--- config.mk ---
export PLATFORM = sky130hd
export DESIGN_NAME = gpio_responder
export DESIGN_NICKNAME = d
export VERILOG_FILES = /design/src/rtl/gpio_responder.sv
export SDC_FILE = /design/constraint.sdc
export NUM_CORES = 1
export LEC_CHECK = 0
export CAP_MARGIN = 20
export CORE_UTILIZATION = 50
export DETAILED_ROUTE_END_ITERATION = 16
export HOLD_SLACK_MARGIN = 0.1
export PLACE_DENSITY = 0.83
export SLEW_MARGIN = 25
export SYNTH_ARGS = -nofsm -noshare
export SYNTH_HDL_FRONTEND = slang
export SYNTH_SLANG_ARGS = --single-unit
export TNS_END_PERCENT = 5
--- constraint.sdc ---
create_clock -name clk -period 3.8 [get_ports clk]
set_input_delay 1.14 -clock clk [delete_from_list [all_inputs] [get_ports clk]]
set_output_delay 1.14 -clock clk [all_outputs]
set_load 0.05 [all_outputs]
--- src/rtl/gpio_responder.sv ---
// GPIO block on a valid/ready CPU request/response port: output/direction registers,
// two-flop input synchronizer and per-pin edge-triggered pending interrupts.
module gpio_responder #(
    parameter int NPINS = 16,
    parameter int SPLIT = 8
) (
    input  logic             clk,
    input  logic             reset,
    input  logic             req_valid,
    output logic             req_ready,
    input  logic             req_write,
    input  logic [7:0]       req_addr,
    input  logic [31:0]      req_wdata,
    input  logic [3:0]       req_wstrb,
    output logic             rsp_valid,
    input  logic             rsp_ready,
    output logic [31:0]      rsp_rdata,
    output logic             rsp_err,
    input  logic [NPINS-1:0] gpio_in,
    output logic [NPINS-1:0] gpio_out,
    output logic [NPINS-1:0] gpio_oe,
    output logic             gpio0_irq,
    output logic             gpio1_irq
);

    localparam logic [7:0] A_DIN  = 8'h00;
    localparam logic [7:0] A_DOUT = 8'h04;
    localparam logic [7:0] A_DIR  = 8'h08;
    localparam logic [7:0] A_EN   = 8'h0C;
    localparam logic [7:0] A_POL  = 8'h10;
    localparam logic [7:0] A_PEND = 8'h14;
    localparam logic [7:0] A_SET  = 8'h18;

    localparam logic [NPINS-1:0] LO_MASK = NPINS'((64'd1 << SPLIT) - 64'd1);

    typedef enum logic {IDLE, RESP} state_t;

    state_t            state_q;
    logic [31:0]       rdata_q;
    logic              err_q;
    logic [NPINS-1:0]  data_out_q, dir_q, en_q, pol_q, pend_q;
    logic [NPINS-1:0]  data_out_d, dir_d, en_d, pol_d, pend_d;
    logic [NPINS-1:0]  s1_q, s2_q, prev_q;

    logic              accept, addr_err, do_wr;
    logic [31:0]       lane_mask;
    logic [NPINS-1:0]  wmask, wval, w1c, set, edge_v;
    logic [31:0]       load_d;

    always_comb begin
        lane_mask = '0;
        for (int i = 0; i < 4; i++) begin
            lane_mask[8*i +: 8] = {8{req_wstrb[i]}};
        end
        wmask    = NPINS'(lane_mask);
        wval     = NPINS'(req_wdata & lane_mask);
        accept   = (state_q == IDLE) && req_valid;
        addr_err = (req_addr[1:0] != 2'b00) || (req_addr > A_SET) ||
                   (req_write && (req_addr == A_DIN));
        do_wr    = accept && req_write && !addr_err;

        data_out_d = data_out_q;
        dir_d      = dir_q;
        en_d       = en_q;
        pol_d      = pol_q;
        w1c        = '0;
        set        = '0;
        if (do_wr) begin
            case (req_addr)
                A_DOUT:  data_out_d = (data_out_q & ~wmask) | wval;
                A_DIR:   dir_d      = (dir_q & ~wmask) | wval;
                A_EN:    en_d       = (en_q & ~wmask) | wval;
                A_POL:   pol_d      = (pol_q & ~wmask) | wval;
                A_PEND:  w1c        = wval;
                A_SET:   set        = wval;
                default: ;
            endcase
        end

        load_d = '0;
        if (!req_write && !addr_err) begin
            case (req_addr)
                A_DIN:   load_d = 32'(s2_q);
                A_DOUT:  load_d = 32'(data_out_q);
                A_DIR:   load_d = 32'(dir_q);
                A_EN:    load_d = 32'(en_q);
                A_POL:   load_d = 32'(pol_q);
                A_PEND:  load_d = 32'(pend_q);
                default: load_d = '0;
            endcase
        end

        // A newly detected edge or an explicit set beats a W1C in the same cycle.
        edge_v = (pol_q & s2_q & ~prev_q) | (~pol_q & ~s2_q & prev_q);
        pend_d = (pend_q & ~w1c) | edge_v | set;
    end

    always_ff @(posedge clk) begin
        if (reset) begin
            state_q <= IDLE;
            rdata_q <= '0;
            err_q   <= 1'b0;
        end else begin
            case (state_q)
                IDLE: if (accept) begin
                    state_q <= RESP;
                    rdata_q <= load_d;
                    err_q   <= addr_err;
                end
                RESP: if (rsp_ready) state_q <= IDLE;
                default: state_q <= IDLE;
            endcase
        end
    end

    always_ff @(posedge clk) begin
        if (reset) begin
            data_out_q <= '0;
            dir_q      <= '0;
            en_q       <= '0;
            pol_q      <= '0;
            pend_q     <= '0;
            s1_q       <= '0;
            s2_q       <= '0;
            prev_q     <= '0;
        end else begin
            data_out_q <= data_out_d;
            dir_q      <= dir_d;
            en_q       <= en_d;
            pol_q      <= pol_d;
            pend_q     <= pend_d;
            s1_q       <= gpio_in;
            s2_q       <= s1_q;
            prev_q     <= s2_q;
        end
    end

    // Outputs are forced low while reset is held, even before the first reset edge.
    assign req_ready = (state_q == IDLE);
    assign rsp_valid = !reset && (state_q == RESP);
    assign rsp_rdata = reset ? 32'h0 : rdata_q;
    assign rsp_err   = !reset && err_q;
    assign gpio_out  = reset ? '0 : data_out_q;
    assign gpio_oe   = reset ? '0 : dir_q;
    assign gpio0_irq = !reset && (|(pend_q & en_q & LO_MASK));
    assign gpio1_irq = !reset && (|(pend_q & en_q & ~LO_MASK));

endmodule

==> out/qor.txt <==
fraction of registers with async set/reset: 0
relative slew slack: 0.569
core area: 12800 µm²
WL/cell: 18.0 µm
FF+latch count, synth: 146
Distinct cells, synth: 46
Skew-Pair Late Insertion Delay: 0.43 ns
Seq/Total Area, Yosys: 0.436
vias: 5803
DIE WIDTH: 118 µm
n_diodes: 0
CTS hold repair buffers: 0
crit path kind: input port to primary output
Register Area: 2920 µm²
vias in the first global route: 5590
crit-path most repeated cell: buf_4
total negative slack: 0 ns
Post-CTS Resized: 0
critical-path cell list: buf_4 > buf_4 > nor2b_1 > buf_4
Syn Area/Cell: 9.29 µm²
gpl congestion: 0.870
die area: 13900 µm²
Syn Inst Count: 722
chip height: 118 µm
CP endpoint kind: primary output
Num CTS Buffers: 17
Setup violations, final: 0
post-layout min period: 3.25 ns
Max Transition Viols Final: 0
crit path DAT: 2.11 ns
io pins: 134
EDFF count, synth: 0
type of the worst min-delay path: register to register
Worst path top cell family by delay: buffers and inverters
WHS Path Cells: 1
CTS sink count: 146
most frequent cells in the layout: dfxtp_1 (146), nor2b_1 (98), nor2_1 (84)
Fin. Hold Viols: 0
hold path endpoint: s2_q[0]$_SDFF_PP0_
Port Buffers: 99
Clock Skew: 0.00838 ns
vias per std cell: 5.80
Critical Path Start: reset
Area growth, synth to finish: 24.3%
layout cells sized above 1: 0.162
Max clock buf depth: 2
Yosys top cell area share: 0.436
VDD IR max: 0.295 mV
launching point of the worst reg2reg path: state_q$_SDFF_PP0_
Power per Cell Area: 425 nW/µm²
reg2reg setup slack: 1.95 ns
H-tree level count: 4
outcome: finished, final reports clean
Setup WS pre-CTS: 0.453 ns
CTS tree: built
Critical Path Slowest Stage Cell: buf_4
Post-Syn Area: 6710 µm²
Final period util: 0.855
worst-path fanout max: 34
Setup Buffers After CTS: 0
initial DRC count: 678
MaxCap Viol Count: 0
unrepaired setup endpoints after global routing: false
antenna violations before repair: 0
Syn. warnings: 0
CTS root buf: clkbuf_16
gr ovfl total: 0
Initial Utilization: 0.523
largest cells by area after synthesis: dfxtp_1 (44%), mux2i_1 (12%), nor2b_1 (9.1%)
Crit path required time: 2.66 ns
GRT Total Usage: 0.262
r2r worst-path depth: 4
drt first pass iters: 5
reg2reg end: pend_q[13]$_SDFF_PP0_
Detailed Route WL: 18.0 mm
post-detail-place hpwl: 11.8 mm
Rows: 41
first-pass GRT wire length: 28.5 mm
most common cell after layout, fill and taps aside: dfxtp_1
Buf+Inv Stages, Crit Path: 3
P_leak: 0.00354 µW
Antenna Nets Post-Route: 0
final worst slack: 0.551 ns
Fill cells: 988
CP Launch Type: input port
Clock transition at path regs: 0.06 ns
area leader, netlist: dfxtp_1
Hold Startpoint: s1_q[0]$_SDFF_PP0_
multi-input logic area: 3480 µm²
Fmax achieved: 0.308 GHz
largest net degree at the start of global routing: 47
Crit path largest cell delay: 0.33 ns
Main synth FF type: dfxtp_1
Layout Nets: 881
DRC Markers: 0
Least-Margin Pin Slew: 0.647 ns
cells in the mapped netlist, types with 2 or more instances:
cell type,count
nand2b_1,19
nor4b_2,2
o22ai_1,24
nand3_1,11
inv_1,19
nand2_1,41
and2_1,2
nor4_1,10
buf_2,5
nand4_2,4
clkbuf_1,33
nor4bb_1,2
a21oi_1,2
mux2i_1,83
mux2_2,6
o21ai_0,11
nor3_1,11
nor2b_1,98
nor2_1,84
or3_1,2
nor4_4,2
buf_1,4
or4b_2,2
a221oi_1,8
buf_4,17
a22oi_1,23
nand4_1,11
o2bb2ai_1,9
a41oi_1,2
dfxtp_1,146
a211oi_1,8
nor4b_1,2
mux4_2,6
how the worst max path moves through the flow:
stage / endpoint / cells after the start
5_1_grt: gpio_out[0] / 4
4_1_cts: gpio_out[0] / 4
3_5_place_dp: rdata_q[13]$_SDFFE_PP0P_ / 6
6_report: gpio_out[0] / 4
2_1_floorplan: gpio0_irq / 4
3_3_place_gp: rdata_q[11]$_SDFFE_PP0P_ / 6
power breakdown:
| group | switching, µW | internal (µW) | leakage, µW |
|---|---|---|---|
| clock | 649 | 1050 | 0.000278 |
| combinational | 169 | 103 | 0.00208 |
| sequential | 18.3 | 1560 | 0.00119 |
| total | 837 | 2710 | 0.00354 |
routing by layer:
layer,vias up,track usage,routed length [µm]
li1,2689,-,-
met1,2689,0.337,7410
met2,341,0.398,8190
met3,84,0.0659,1700
met4,0,0.150,702
met5,-,0,0
stage by stage:
| stage | util | power (µW) | cells | hold slack [ns] | area (µm²) |
|---|---|---|---|---|---|
| CTS | 0.650 | 3550 | 1000 | 0.438 | 8340 |
| floorplan | - | 1780 | 737 | 0.414 | 6770 |
| detailed placement | 0.603 | 1870 | 969 | 0.424 | 7740 |
| finish | 0.650 | 3550 | 1000 | 0.434 | 8340 |
| global placement | 0.603 | 1870 | 969 | 0.423 | 7740 |
| global route | 0.650 | 3650 | 1000 | 0.448 | 8340 |
cell type report:
cell class	count	share of cell area
clock inverter	12	0.0191
clock buffer	19	0.0531
sequential	146	0.350
tap	172	0.0258
timing repair buffer	120	0.126
multi-input combinational	512	0.417
inverter	19	0.00855
logic make-up (layout without fill, tap and decap cells):
kind of cell / count (synthesis) / after routing / synth area share
buffers and inverters: 79 / 170 / 0.0558
AOI/OAI and AO/OA: 88 / 88 / 0.0925
DFF: 146 / 146 / 0.436
and+or+nand+nor: 312 / 312 / 0.258
muxes: 96 / 96 / 0.158
other: 1 / 16 / 0.000559
Note: power is estimated with default switching activity, not from simulation.
